File: config.mk
export PLATFORM = sky130hd
export DESIGN_NAME = ham_seq_unit
export DESIGN_NICKNAME = d
export VERILOG_FILES = /design/src/rtl/ham_pkg.sv /design/src/rtl/ham_seq_unit_nib_popcnt.sv /design/src/rtl/ham_seq_unit.sv
export SDC_FILE = /design/constraint.sdc
export NUM_CORES = 1
export LEC_CHECK = 0
export CORE_UTILIZATION = 49
export CTS_BUF_LIST = sky130_fd_sc_hd__clkbuf_4 sky130_fd_sc_hd__clkbuf_8 sky130_fd_sc_hd__clkbuf_16
export DETAILED_ROUTE_END_ITERATION = 8
export PLACE_DENSITY = 0.95
export SYNTH_ARGS = -nofsm -noshare
export SYNTH_HDL_FRONTEND = slang
export SYNTH_HIERARCHICAL = 1
export SYNTH_SLANG_ARGS = --single-unit
File: constraint.sdc
create_clock -name clock -period 6.36 [get_ports clock]
set_input_delay 0.636 -clock clock [delete_from_list [all_inputs] [get_ports clock]]
set_output_delay 0.636 -clock clock [all_outputs]
set_load 0.02 [all_outputs]
File: src/rtl/ham_pkg.sv
// ham_pkg: shared constants and types for the Hamming unit.
// Imported by ham_seq_unit and nib_popcnt.
package ham_pkg;

  typedef enum logic [1:0] {
    IDLE = 2'd0,
    RUN  = 2'd1,
    DONE = 2'd2
  } ham_state_e;

  localparam int HAM_NIBBLES = 8;
  localparam int HAM_ACC_W   = 6;
  localparam int HAM_CNT_W   = 3;
  localparam int HAM_PC_W    = 3;

  localparam logic HAM_MODE_DIST = 1'b0;
  localparam logic HAM_MODE_WGT  = 1'b1;

  localparam logic [HAM_CNT_W-1:0] HAM_CNT_LAST =
    HAM_CNT_W'(HAM_NIBBLES - 1);

endpackage

File: src/rtl/ham_seq_unit_nib_popcnt.sv
// nib_popcnt: combinational 4-bit population count.
// Feeds the per-cycle accumulate step of ham_seq_unit.
module nib_popcnt
  import ham_pkg::*;
(
  input  logic [3:0]          nib_i,
  output logic [HAM_PC_W-1:0] cnt_o
);

  // sum of the four bits, 0..4
  assign cnt_o = HAM_PC_W'(nib_i[0])
               + HAM_PC_W'(nib_i[1])
               + HAM_PC_W'(nib_i[2])
               + HAM_PC_W'(nib_i[3]);

endmodule

File: src/rtl/ham_seq_unit.sv
// ham_seq_unit: nibble-serial Hamming distance/weight unit.
// Optional macro HAM_EARLY_EXIT_EN ends RUN once x is all zero.
module ham_seq_unit
  import ham_pkg::*;
(
  input  logic        clock,
  input  logic        resetn,
  input  logic        start,
  input  logic        mode,
  input  logic [31:0] a,
  input  logic [31:0] b,
  output logic        busy,
  output logic        done,
  output logic [31:0] s,
  output logic        z
);

  ham_state_e state_q, state_d;

  logic [31:0]          x_q, x_d;
  logic [HAM_ACC_W-1:0] acc_q, acc_d;
  logic [HAM_CNT_W-1:0] cnt_q, cnt_d;
  logic [31:0]          s_q, s_d;
  logic                 z_q, z_d;

  logic [HAM_PC_W-1:0]  pc;
  logic [HAM_ACC_W-1:0] acc_nx;
  logic [31:0]          x_sh;
  logic                 fin;
  logic                 accept;

  nib_popcnt u_pc (
    .nib_i (x_q[3:0]),
    .cnt_o (pc)
  );

  assign acc_nx = acc_q + HAM_ACC_W'(pc);
  assign x_sh   = x_q >> 4;
  assign accept = start && (state_q != RUN);

`ifdef HAM_EARLY_EXIT_EN
  assign fin = (cnt_q == HAM_CNT_LAST) || (x_sh == '0);
`else
  assign fin = (cnt_q == HAM_CNT_LAST);
`endif

  // state register
  always_ff @(posedge clock) begin
    if (!resetn) state_q <= IDLE;
    else         state_q <= state_d;
  end

  // next-state decode
  always_comb begin
    state_d = state_q;
    unique case (state_q)
      IDLE:    state_d = start ? RUN : IDLE;
      RUN:     state_d = fin ? DONE : RUN;
      DONE:    state_d = start ? RUN : IDLE;
      default: state_d = IDLE;
    endcase
  end

  // handshake outputs decoded from the registered state
  always_comb begin
    busy = 1'b0;
    done = 1'b0;
    unique case (1'b1)
      (state_q == RUN):  busy = 1'b1;
      (state_q == DONE): done = 1'b1;
      default: ;
    endcase
  end

  // datapath next state: latch, accumulate, publish result
  always_comb begin
    x_d   = x_q;
    acc_d = acc_q;
    cnt_d = cnt_q;
    s_d   = s_q;
    z_d   = z_q;
    if (accept) begin
      x_d   = (mode == HAM_MODE_WGT) ? a : (a ^ b);
      acc_d = '0;
      cnt_d = '0;
    end else if (state_q == RUN) begin
      x_d   = x_sh;
      acc_d = acc_nx;
      cnt_d = cnt_q + 1'b1;
      if (fin) begin
        s_d = {{(32-HAM_ACC_W){1'b0}}, acc_nx};
        z_d = (acc_nx == '0);
      end
    end
  end

  // datapath registers
  always_ff @(posedge clock) begin
    if (!resetn) begin
      x_q   <= '0;
      acc_q <= '0;
      cnt_q <= '0;
      s_q   <= '0;
      z_q   <= 1'b1;
    end else begin
      x_q   <= x_d;
      acc_q <= acc_d;
      cnt_q <= cnt_d;
      s_q   <= s_d;
      z_q   <= z_d;
    end
  end

  assign s = s_q;
  assign z = z_q;

endmodule
==> results.sh, run 1 <==
export IMPL_p_leak_nw=1.48
export IMPL_fp_dieW_um=80.3
export IMPL_crit_path_top_delay_cell="inv_2"
export IMPL_tritoncts="done"
export IMPL_hold_path_class="flop to flop"
export IMPL_drc=1
export IMPL_cts_root_buf="clkbuf_8"
export IMPL_gp_congestion=0.836
export IMPL_antenna_cells=0
export IMPL_syn_area_mm2=0.00300
export IMPL_fin_skew_ps=11.1
export IMPL_setup_ws_ps=3200
export IMPL_grt_pass1_vias=2219
export IMPL_top_layer="met4"
export IMPL_cp_num_buf_inv=2
export IMPL_clkSlewWorstSetupHoldPaths_ps=90
export IMPL_regArea_mm2=0.00100
export IMPL_wl_per_cell_um=11.2
export IMPL_wl_met3_um=289
export IMPL_crit_type="flop to output pin"
export IMPL_crit_family="buffers and inverters"
export IMPL_syn_area_per_cell_um2=8.18
export IMPL_clock_sinks=50
export IMPL_cp_required_ps=5720
export IMPL_clock_fmax_mhz=316
export IMPL_core_area_mm2=0.00592
export IMPL_violations="design-rule violations"
export IMPL_relSlewSlack_pct=31.9
export IMPL_ys_types=35
export IMPL_cts_setup_buffers=0
export IMPL_antenna_found_initial=0
export IMPL_ant_nets=0
export IMPL_setup_violations=0
export IMPL_synth_edff_count=0
export IMPL_grt_pass1_wl_um=9070
export IMPL_cp_start_kind="flop"
export IMPL_area_growth_syn_to_layout_pct=24.1
export IMPL_grtUsageTotal_pct=18.1
export IMPL_cts_buffer_depth=2
export IMPL_start_util_pct=50.7
export IMPL_ys_warnings_count=6
export IMPL_dp_hpwl_um=4280
export IMPL_synth_top_area_cell="dfxtp_1"
export IMPL_wl_met1_um=2320
export IMPL_met2WireLength_um=2990
export IMPL_ys_seq_area_share_pct=33.4
export IMPL_fin_crit_sh_pct=49.7
export IMPL_path_cells="nand2b_1 -> inv_2 -> clkdlybuf4s50_1"
export IMPL_nets=505
export IMPL_finalHoldViolCount=0
export IMPL_drt_iter0_markers=163
export IMPL_post_synth_top_area_fraction_pct=33.4
export IMPL_tightest_slew_ps=1020
export IMPL_drive_above_1_share_pct=3.03
export IMPL_place_ws_ps=3410
export IMPL_overflow=0
export IMPL_ir_drop_mv=0.120
export IMPL_power_density_mw_per_mm2=185
export IMPL_num_vias=2503
export IMPL_die_area_mm2=0.00644
export IMPL_setup_tns_ps=0
export IMPL_fill_cells=507
export IMPL_die_h_um=80.3
export IMPL_drt_wl_total_um=5650
export IMPL_grt_max_degree=67
export IMPL_io_pins=103
export IMPL_crit_fanout=66
export IMPL_rows=28
export IMPL_yosysMostFrequentCell="dfxtp_1"
export IMPL_ys_top_cells_by_area="dfxtp_1 33%, xnor2_1 11%, a211o_1 8.2%"
export IMPL_rsz0062_at_grt="no"
export IMPL_critPathMaxStageDelay_ps=790
export IMPL_vias_per_cell=4.97
export IMPL_io_buffers=76
export IMPL_async_flop_share_pct=0
export IMPL_cts_max_level=2
export IMPL_status="finished, violations left"
export IMPL_cts_resized=0
export IMPL_cp_end_kind="output pin"
export IMPL_cts_buffers=5
export IMPL_ys_flop_type="dfxtp_1"
export IMPL_synthCells=367
export IMPL_maxSlewViolCount=0
export IMPL_max_cap_viol_count=0
export IMPL_ys_seq_elements=50
export IMPL_crit_arrival_ps=2530
export IMPL_clkLatencyLatePin_ps=300
export IMPL_multi_input_area_mm2=0.00175
export IMPL_cts_hold_buf=0
export IMPL_first_pass_iters=6
export IMPL_finalCriticalPeriod_ps=3160
export IMPL_synth_common_cells="50 x dfxtp_1, 45 x nand2_1, 43 x nor2_1, 38 x a21oi_1, 37 x xnor2_1"
[routing by layer]
metal / vias up / GRT usage [%]
met4: 0 / 5.71
li1: 1284 / -
met1: 1139 / 19.0
met2: 74 / 34.9
met5: - / 0
met3: 6 / 4.20
[kinds of logic after synthesis]
kind of cell / Yosys count / share of synthesized area [%]
compound gates: 81 / 18.6
xor+xnor: 39 / 11.4
flops: 50 / 33.4
other cells: 1 / 0.125
buf+inv: 57 / 11.6
mux: 1 / 0.334
simple gates: 129 / 20.4
fa+ha+maj: 9 / 4.25
[flip-flops by register name, summed over array words and instances, names as in the netlist]
signal	cells
cnt_q	3
state_q	2
s	6
x_q	32
z	1
acc_q	6
[placed cells by master, fill, tap and decap left out, drive strengths merged, types with 2 or more instances in the layout]
cell	Yosys	final
o21ai	2	2
a21oi	38	38
a211o	28	28
clkdlybuf4s50	0	75
clkbuf	8	6
nand2b	2	2
xor2	2	2
xnor2	37	37
nor2b	30	30
a211oi	7	7
inv	9	9
nor2	43	43
fa	2	2
dfxtp	50	50
nand2	45	45
clkinv	1	3
conb	1	26
and2b	4	4
ha	7	7
[through the flow]
stage          power (mW)  instances  area [µm²]  hold slack [ps]  util, %
5_1_grt             0.731        504        3720              469     62.9
3_5_place_dp        0.515        496        3630              445     61.4
6_report            0.690        504        3720              455     62.9
4_1_cts             0.696        504        3720              456     62.9
2_1_floorplan       0.469        392        3090              432        -
3_3_place_gp        0.508        496        3630              437     61.4
[where the power goes]
part / internal (mW) / switching (mW) / leakage [nW] / total [mW]
registers: 0.331 / 0.00993 / 0.410 / 0.341
clock network: 0.0820 / 0.101 / 0.0486 / 0.183
logic: 0.0860 / 0.0796 / 1.02 / 0.166
[area by class of cell]
type | instances | share of cell area [%]
clock buffers | 6 | 2.05
clock inverters | 2 | 0.370
inverters | 10 | 1.01
multi-input cells | 285 | 46.9
flip-flops and latches | 50 | 26.9
well taps | 75 | 2.52
repair buffers | 76 | 20.3
[path summary, 6_finish.rpt]
kind                         startpoint                   end  slack (ps)  cells past startpoint
setup / recovery  state_q[0]$_SDFF_PN0_                  busy        3200                      3
hold / removal     x_q[28]$_SDFFE_PN0P_  x_q[24]$_SDFFE_PN0P_         460                      2
setup reg to reg    x_q[0]$_SDFFE_PN0P_        z$_SDFFE_PN1P_        3400                     10
hold reg to reg    x_q[28]$_SDFFE_PN0P_  x_q[24]$_SDFFE_PN0P_         460                      2
[worst min-delay path, delay by kind of cell (launching register included)]
family             cells  cell delay, ps
DFF                    1             320
and+or+nand+nor        1              50
AOI/OAI and AO/OA      1              50
(Power assumes the default switching activity.)
==> run 2, diff against run 1 <==
--- a/config.mk
+++ b/config.mk
@@ -5,10 +5,10 @@
 export SDC_FILE = /design/constraint.sdc
 export NUM_CORES = 1
 export LEC_CHECK = 0
-export CORE_UTILIZATION = 49
+export CORE_UTILIZATION = 41
 export CTS_BUF_LIST = sky130_fd_sc_hd__clkbuf_4 sky130_fd_sc_hd__clkbuf_8 sky130_fd_sc_hd__clkbuf_16
 export DETAILED_ROUTE_END_ITERATION = 8
-export PLACE_DENSITY = 0.95
+export PLACE_DENSITY = 0.88
 export SYNTH_ARGS = -nofsm -noshare
 export SYNTH_HDL_FRONTEND = slang
 export SYNTH_HIERARCHICAL = 1
==> constraint.sdc (replaced) <==
create_clock -name clock -period 2.8 [get_ports clock]
set_input_delay 0.28 -clock clock [delete_from_list [all_inputs] [get_ports clock]]
set_output_delay 0.28 -clock clock [all_outputs]
set_load 0.02 [all_outputs]
==> run 2 against run 1 <==
- the run ends with negative setup slack left
- die area rose by 19%
- worst hold slack got worse by 1.2 ps
- via count rose by 0.80%
- register-to-register slack got worse by 3400 ps
- flip-flop and latch count did not move
- first-iteration DRC count fell by 13%
- critical path depth rose by 7
- final cell count rose by 6.0%
- sequential power rose by 130%
- sequential share of layout area fell by 1.2 points
- core utilization fell by 6.7 points
- critical path type is now flop to flop
- highest routed layer unchanged
==> results.sh, run 2 (synthesis gave the netlist of run 1 again) <==
export IMPL_drc=0
export IMPL_finalHoldViolCount=0
export IMPL_vias_per_cell=4.72
export IMPL_clkSlewWorstSetupHoldPaths_ps=90
export IMPL_regMostFlops="x_q"
export IMPL_fin_cells=534
export IMPL_cts_hold_buf=0
export IMPL_final_common_cell="clkdlybuf4s50_1"
export IMPL_clock_fmax_mhz=352
export IMPL_crit_type="flop to flop"
export IMPL_wl_per_cell_um=11.3
export IMPL_start_util_pct=43.2
export IMPL_tightest_slew_ps=925
export IMPL_cts_max_level=2
export IMPL_status="finished, violations left"
export IMPL_overflow=0
export IMPL_cts_root_buf="clkbuf_8"
export IMPL_cts_buffers=5
export IMPL_reg2reg_to="z$_SDFFE_PN1P_"
export IMPL_clock_sinks=50
export IMPL_drive_above_1_share_pct=7.08
export IMPL_power_density_mw_per_mm2=459
export IMPL_ir_drop_mv=0.278
export IMPL_place_ws_ps=-130
export IMPL_rsz0062_at_grt="yes"
export IMPL_r2r_start="x_q[0]$_SDFFE_PN0P_"
export IMPL_hold_path_class="flop to flop"
export IMPL_min_to="x_q[4]$_SDFFE_PN0P_"
export IMPL_fill_cells=613
export IMPL_setup_violations=1
export IMPL_cp_required_ps=3010
export IMPL_rows=30
export IMPL_setup_ws_ps=-41.6
export IMPL_maxSlewViolCount=0
export IMPL_clkLatencyLatePin_ps=300
export IMPL_cp_end_kind="flop"
export IMPL_io_buffers=76
export IMPL_area_growth_syn_to_layout_pct=30.0
export IMPL_fin_crit_sh_pct=101
export IMPL_r2r_slack_ps=-40
export IMPL_place_area_mm2=0.00370
export IMPL_num_vias=2523
export IMPL_place_inst=523
export IMPL_grt_pass1_vias=2380
export IMPL_r2r_cells=10
export IMPL_gp_congestion=0.839
export IMPL_grtUsageTotal_pct=16.5
export IMPL_max_cap_viol_count=0
export IMPL_cts_buffer_depth=2
export IMPL_layout_common_cells="75 x clkdlybuf4s50_1, 48 x dfxtp_1, 45 x nand2_1, 43 x nor2_1, 38 x a21oi_1"
export IMPL_antenna_found_initial=0
export IMPL_core_area_mm2=0.00694
export IMPL_antenna_cells=0
export IMPL_grt_pass1_wl_um=9970
export IMPL_fin_area_mm2=0.00390
export IMPL_die_area_mm2=0.00766
export IMPL_die_h_um=87.5
export IMPL_first_pass_iters=4
export IMPL_ant_nets=0
export IMPL_multi_input_area_mm2=0.00177
export IMPL_min_delay_path_depth=2
export IMPL_io_pins=103
export IMPL_fp_dieW_um=87.5
export IMPL_tritoncts="done"
export IMPL_largest_reg_flops=32
export IMPL_regArea_mm2=0.00100
export IMPL_finalCriticalPeriod_ps=2840
export IMPL_grt_max_degree=58
export IMPL_relSlewSlack_pct=38.3
export IMPL_cp_start_kind="flop"
export IMPL_drt_iter0_markers=142
export IMPL_crit_arrival_ps=3060
export IMPL_crit_fanout=2
export IMPL_p_leak_nw=1.55
export IMPL_hold_start="x_q[8]$_SDFFE_PN0P_"
export IMPL_dp_hpwl_um=4480
export IMPL_violations="negative setup slack"
export IMPL_drt_wl_total_um=6030
export IMPL_fin_skew_ps=8.88
export IMPL_nets=514
-- run 2: cell count changes in the layout (fill, tap and decap cells not counted), sizes merged --
cell    before  now
buf          1   10
bufinv       0    2
clkinv       3    1
-- run 2: layer usage --
layer	GRT usage [%]	up-vias	wire length (µm)
li1	-	1297	-
met1	18.4	1141	2560
met2	30.8	77	3130
met3	4.05	8	273
met4	4.92	0	66
met5	0	-	0
-- run 2: where the power goes --
group,internal [mW],total [mW],switching [mW]
clock network,0.381,0.617,0.236
registers,0.753,0.776,0.0227
logic,0.211,0.396,0.186
total,1.34,1.79,0.444
-- run 2: worst max-delay path, cell delays in order, from the launching register on --
cell,delay (ps)
dfxtp_2,340
inv_2,40
fa_1,530
inv_1,50
ha_2,190
ha_4,270
inv_2,30
fa_2,390
xnor2_2,170
or4b_4,540
o41ai_2,200
-- run 2: worst max-delay path by stage --
stage,from,endpoint,slack (ps),depth (start not counted)
6_report,x_q[0]$_SDFFE_PN0P_,z$_SDFFE_PN1P_,-40,10
5_1_grt,x_q[1]$_SDFFE_PN0P_,z$_SDFFE_PN1P_,-100,10
3_3_place_gp,x_q[0]$_SDFFE_PN0P_,z$_SDFFE_PN1P_,-30,10
4_1_cts,x_q[0]$_SDFFE_PN0P_,z$_SDFFE_PN1P_,-40,10
2_1_floorplan,x_q[0]$_SDFFE_PN0P_,z$_SDFFE_PN1P_,20,10
3_5_place_dp,x_q[0]$_SDFFE_PN0P_,z$_SDFFE_PN1P_,-130,10
-- run 2: final cells by class --
type / instances / area share (%)
sequential: 50 / 25.7
tap: 96 / 3.08
clock buffer: 6 / 2.12
timing repair buffer: 85 / 21.1
multi-input combinational: 285 / 45.5
clock inverter: 2 / 1.54
inverter: 10 / 0.962
-- run 2: through the flow --
step / utilization (%) / setup TNS (ps) / hold WS (ps) / total power [mW]
floorplan: - / 0 / 413 / 1.07
global placement: 53.4 / -28.3 / 440 / 1.17
detailed placement: 53.4 / -130 / 441 / 1.18
CTS: 55.7 / -40.2 / 456 / 1.79
global route: 56.2 / -95.1 / 469 / 1.88
finish: 56.2 / -41.6 / 454 / 1.79
-- run 2: repair_timing --
action / in CTS / in global routing
setup endpoints to repair: 1 / 2
cloned: 0 / 0
buffers inserted: 1 / 2
pin swaps: 3 / 3
resized for setup: 6 / 3
==> run 3, diff against run 2 <==
--- a/config.mk
+++ b/config.mk
@@ -5,11 +5,11 @@
 export SDC_FILE = /design/constraint.sdc
 export NUM_CORES = 1
 export LEC_CHECK = 0
-export CORE_UTILIZATION = 41
+export CAP_MARGIN = 20
+export CORE_UTILIZATION = 40
 export CTS_BUF_LIST = sky130_fd_sc_hd__clkbuf_4 sky130_fd_sc_hd__clkbuf_8 sky130_fd_sc_hd__clkbuf_16
 export DETAILED_ROUTE_END_ITERATION = 8
-export PLACE_DENSITY = 0.88
+export PLACE_DENSITY = 0.86
 export SYNTH_ARGS = -nofsm -noshare
 export SYNTH_HDL_FRONTEND = slang
-export SYNTH_HIERARCHICAL = 1
 export SYNTH_SLANG_ARGS = --single-unit
==> run 3 against run 2 <==
- the run now ends clean
- sequential share of layout area is 0.20 points lower
- routed wire length is 2.9% higher
- clock skew is 5.5 ps lower
- synthesized cell count is 0.27% higher
- core utilization is 3.5 points lower
- global-route usage is 0.37 points lower
- first-iteration DRC count is 30% lower
- sequential power is 0.5% higher
- final cell count is 0.56% lower
- die area is 7.4% higher
- synthesized area is 5.0% higher
- clock power is 30% lower
- highest routed layer unchanged
==> results.sh, run 3 <==
export IMPL_core_area_mm2=0.00745
export IMPL_synthCells=368
export IMPL_setup_violations=0
export IMPL_cp_end_kind="flop"
export IMPL_dp_hpwl_um=4650
export IMPL_regMostFlops="x_q"
export IMPL_fin_cells=531
export IMPL_crit_end="z$_SDFFE_PN1P_"
export IMPL_clkSlewWorstSetupHoldPaths_ps=90
export IMPL_fin_skew_ps=3.34
export IMPL_ys_flop_type="dfxtp_1"
export IMPL_syn_area_per_cell_um2=8.56
export IMPL_synth_compound_area_share_pct=18.2
export IMPL_max_cap_viol_count=0
export IMPL_ir_drop_mv=0.196
export IMPL_yosysMostFrequentCell="dfxtp_1"
export IMPL_wl_per_cell_um=11.7
export IMPL_post_synth_top_area_fraction_pct=31.8
export IMPL_fill_cells=726
export IMPL_num_vias=2520
export IMPL_ys_warnings_count=0
export IMPL_die_area_mm2=0.00823
export IMPL_crit_fanout=3
export IMPL_first_pass_iters=4
export IMPL_p_leak_nw=1.56
export IMPL_cts_buffer_depth=2
export IMPL_io_buffers=76
export IMPL_clock_sinks=50
export IMPL_critPathMaxStageDelay_ps=480
export IMPL_path_cells="ha_1 -> inv_1 -> fa_1 -> inv_1 -> ha_1 -> fa_2 -> a21o_1 -> a32oi_1 -> nand4_1 -> o31ai_2"
export IMPL_crit_type="flop to flop"
export IMPL_synth_fa_ha_area_share_pct=4.05
export IMPL_crit_arrival_ps=2810
export IMPL_total_power_mw=1.64
export IMPL_fin_area_mm2=0.00392
export IMPL_reg2reg_to="z$_SDFFE_PN1P_"
export IMPL_grt_pass1_vias=2454
export IMPL_fp_dieW_um=90.7
export IMPL_grt_pass1_wl_um=10800
export IMPL_drive_above_1_share_pct=11.6
export IMPL_hold_path_class="flop to flop"
export IMPL_final_common_cell="clkdlybuf4s50_1"
export IMPL_place_inst=523
export IMPL_ys_top_cells_by_area="dfxtp_1 32%, xnor2_1 10%, a211o_1 7.8%"
export IMPL_ys_seq_area_share_pct=31.8
export IMPL_maxSlewViolCount=0
export IMPL_vias_per_cell=4.75
export IMPL_cp_start_kind="flop"
export IMPL_yosys_area_share_simple_pct=23.5
export IMPL_async_flop_share_pct=0
export IMPL_start_util_pct=42.3
export IMPL_place_area_mm2=0.00382
export IMPL_tritoncts="done"
export IMPL_largest_reg_flops=32
export IMPL_cts_buffers=5
export IMPL_place_ws_ps=168
export IMPL_rows=31
export IMPL_ant_nets=0
export IMPL_cts_setup_buffers=0
export IMPL_die_h_um=90.7
export IMPL_clock_fmax_mhz=386
export IMPL_cp_required_ps=3020
export IMPL_setup_ws_ps=211
export IMPL_status="finished clean"
export IMPL_synth_common_cells="50 x dfxtp_1, 45 x nand2_1, 41 x nor2_1, 37 x a21oi_1, 36 x xnor2_1"
export IMPL_antenna_found_initial=0
export IMPL_ys_types=38
export IMPL_finalCriticalPeriod_ps=2590
export IMPL_layout_common_cells="74 x clkdlybuf4s50_1, 50 x dfxtp_1, 45 x nand2_1, 41 x nor2_1, 37 x a21oi_1"
export IMPL_cts_max_level=2
export IMPL_synth_edff_count=0
export IMPL_crit_path_top_delay_cell="fa_1"
export IMPL_synth_top_family_by_area="simple AND/OR/NAND/NOR gates"
export IMPL_r2r_start="x_q[1]$_SDFFE_PN0P_"
export IMPL_clkLatencyLatePin_ps=300
export IMPL_io_pins=103
export IMPL_grtUsageTotal_pct=16.1
export IMPL_muxShareOfSynthArea_pct=0
export IMPL_tightest_slew_ps=600
export IMPL_relSlewSlack_pct=60.0
export IMPL_finalHoldViolCount=0
export IMPL_regArea_mm2=0.00100
export IMPL_grt_max_degree=66
export IMPL_multi_input_area_mm2=0.00188
export IMPL_overflow=0
export IMPL_gp_congestion=0.846
export IMPL_r2r_slack_ps=210
export IMPL_fin_crit_sh_pct=92.5
export IMPL_ys_seq_elements=50
export IMPL_synth_xor_area_share_pct=10.6
export IMPL_r2r_cells=10
export IMPL_rsz0062_at_grt="no"
export IMPL_cts_root_buf="clkbuf_8"
export IMPL_synth_top_area_cell="dfxtp_1"
export IMPL_area_growth_syn_to_layout_pct=24.6
export IMPL_drc=0
export IMPL_antenna_cells=0
export IMPL_setup_tns_ps=0
export IMPL_critPathLaunch="x_q[1]$_SDFFE_PN0P_"
export IMPL_syn_area_mm2=0.00315
export IMPL_nets=508
export IMPL_power_density_mw_per_mm2=419
export IMPL_drt_wl_total_um=6210
export IMPL_drt_iter0_markers=100
[run 3: changes by cell type in the layout (fill, tap and decap cells not counted), moves of 3 or more]
| cell | delta |
|---|---|
| nor2b_1 | -24 |
| nor2b_4 | +15 |
| nor2b_2 | +11 |
| buf_4 | -6 |
| and2b_1 | -4 |
| inv_2 | -3 |
| nand3_1 | +3 |
[run 3: kinds of logic (layout without fill, tap and decap cells)]
group / Yosys count / in the layout
and+or+nand+nor: 130 / 130
AOI/OAI and AO/OA: 83 / 83
buffers and inverters: 57 / 96
DFF: 50 / 50
xor gates and xnor gates: 38 / 38
adders and majority gates: 9 / 9
other: 1 / 26
[run 3: area by class of cell]
| cell class | count | area share (%) |
|---|---|---|
| Multi-Input combinational cell | 286 | 47.8 |
| Sequential cell | 50 | 25.5 |
| Timing Repair Buffer | 80 | 20.2 |
| Tap cell | 99 | 3.16 |
| Clock buffer | 6 | 2.11 |
| Inverter | 8 | 0.829 |
| Clock inverter | 2 | 0.319 |
[run 3: how the worst min path moves through the flow]
stage                    startpoint                     to  cells past startpoint
2_1_floorplan                resetn  state_q[0]$_SDFF_PN0_                      1
3_3_place_gp   x_q[13]$_SDFFE_PN0P_    x_q[9]$_SDFFE_PN0P_                      2
3_5_place_dp      s[1]$_SDFFE_PN0P_      s[1]$_SDFFE_PN0P_                      2
4_1_cts           s[1]$_SDFFE_PN0P_      s[1]$_SDFFE_PN0P_                      2
5_1_grt        x_q[15]$_SDFFE_PN0P_   x_q[11]$_SDFFE_PN0P_                      2
6_report          s[1]$_SDFFE_PN0P_      s[1]$_SDFFE_PN0P_                      2
[run 3: worst max-delay path, delay by kind of cell, from the launching register on]
kind	cells	cell delay, ps
DFF	1	330
AOI/OAI and AO/OA	3	610
adders and majority gates	4	1340
buffers and inverters	2	90
and+or+nand+nor	1	130
[run 3: what timing repair did]
item	CTS	global route
setup endpoints to repair	0	1
hold buffers	0	0
gates resized for setup	0	2
[run 3: metal layers]
layer  wire length, µm  global-route usage, %  up-vias
li1                  -                      -     1285
met1              2660                   18.9     1140
met2              3140                   28.7       91
met3               359                   4.63        4
met4                53                   3.63        0
met5                 0                      0        -
[run 3: power breakdown]
part	leakage, nW	total (mW)	internal, mW	switching (mW)
combinational	1.10	0.430	0.223	0.206
sequential	0.410	0.780	0.756	0.0243
clock	0.0472	0.432	0.199	0.233
total	1.56	1.64	1.18	0.464
[run 3: stage by stage]
stage	hold WS, ps	utilization [%]
final	458	52.7
after global routing	485	52.7
after detailed placement	448	51.3
after CTS	460	52.6
after floorplan	402	-
after global placement	436	51.3
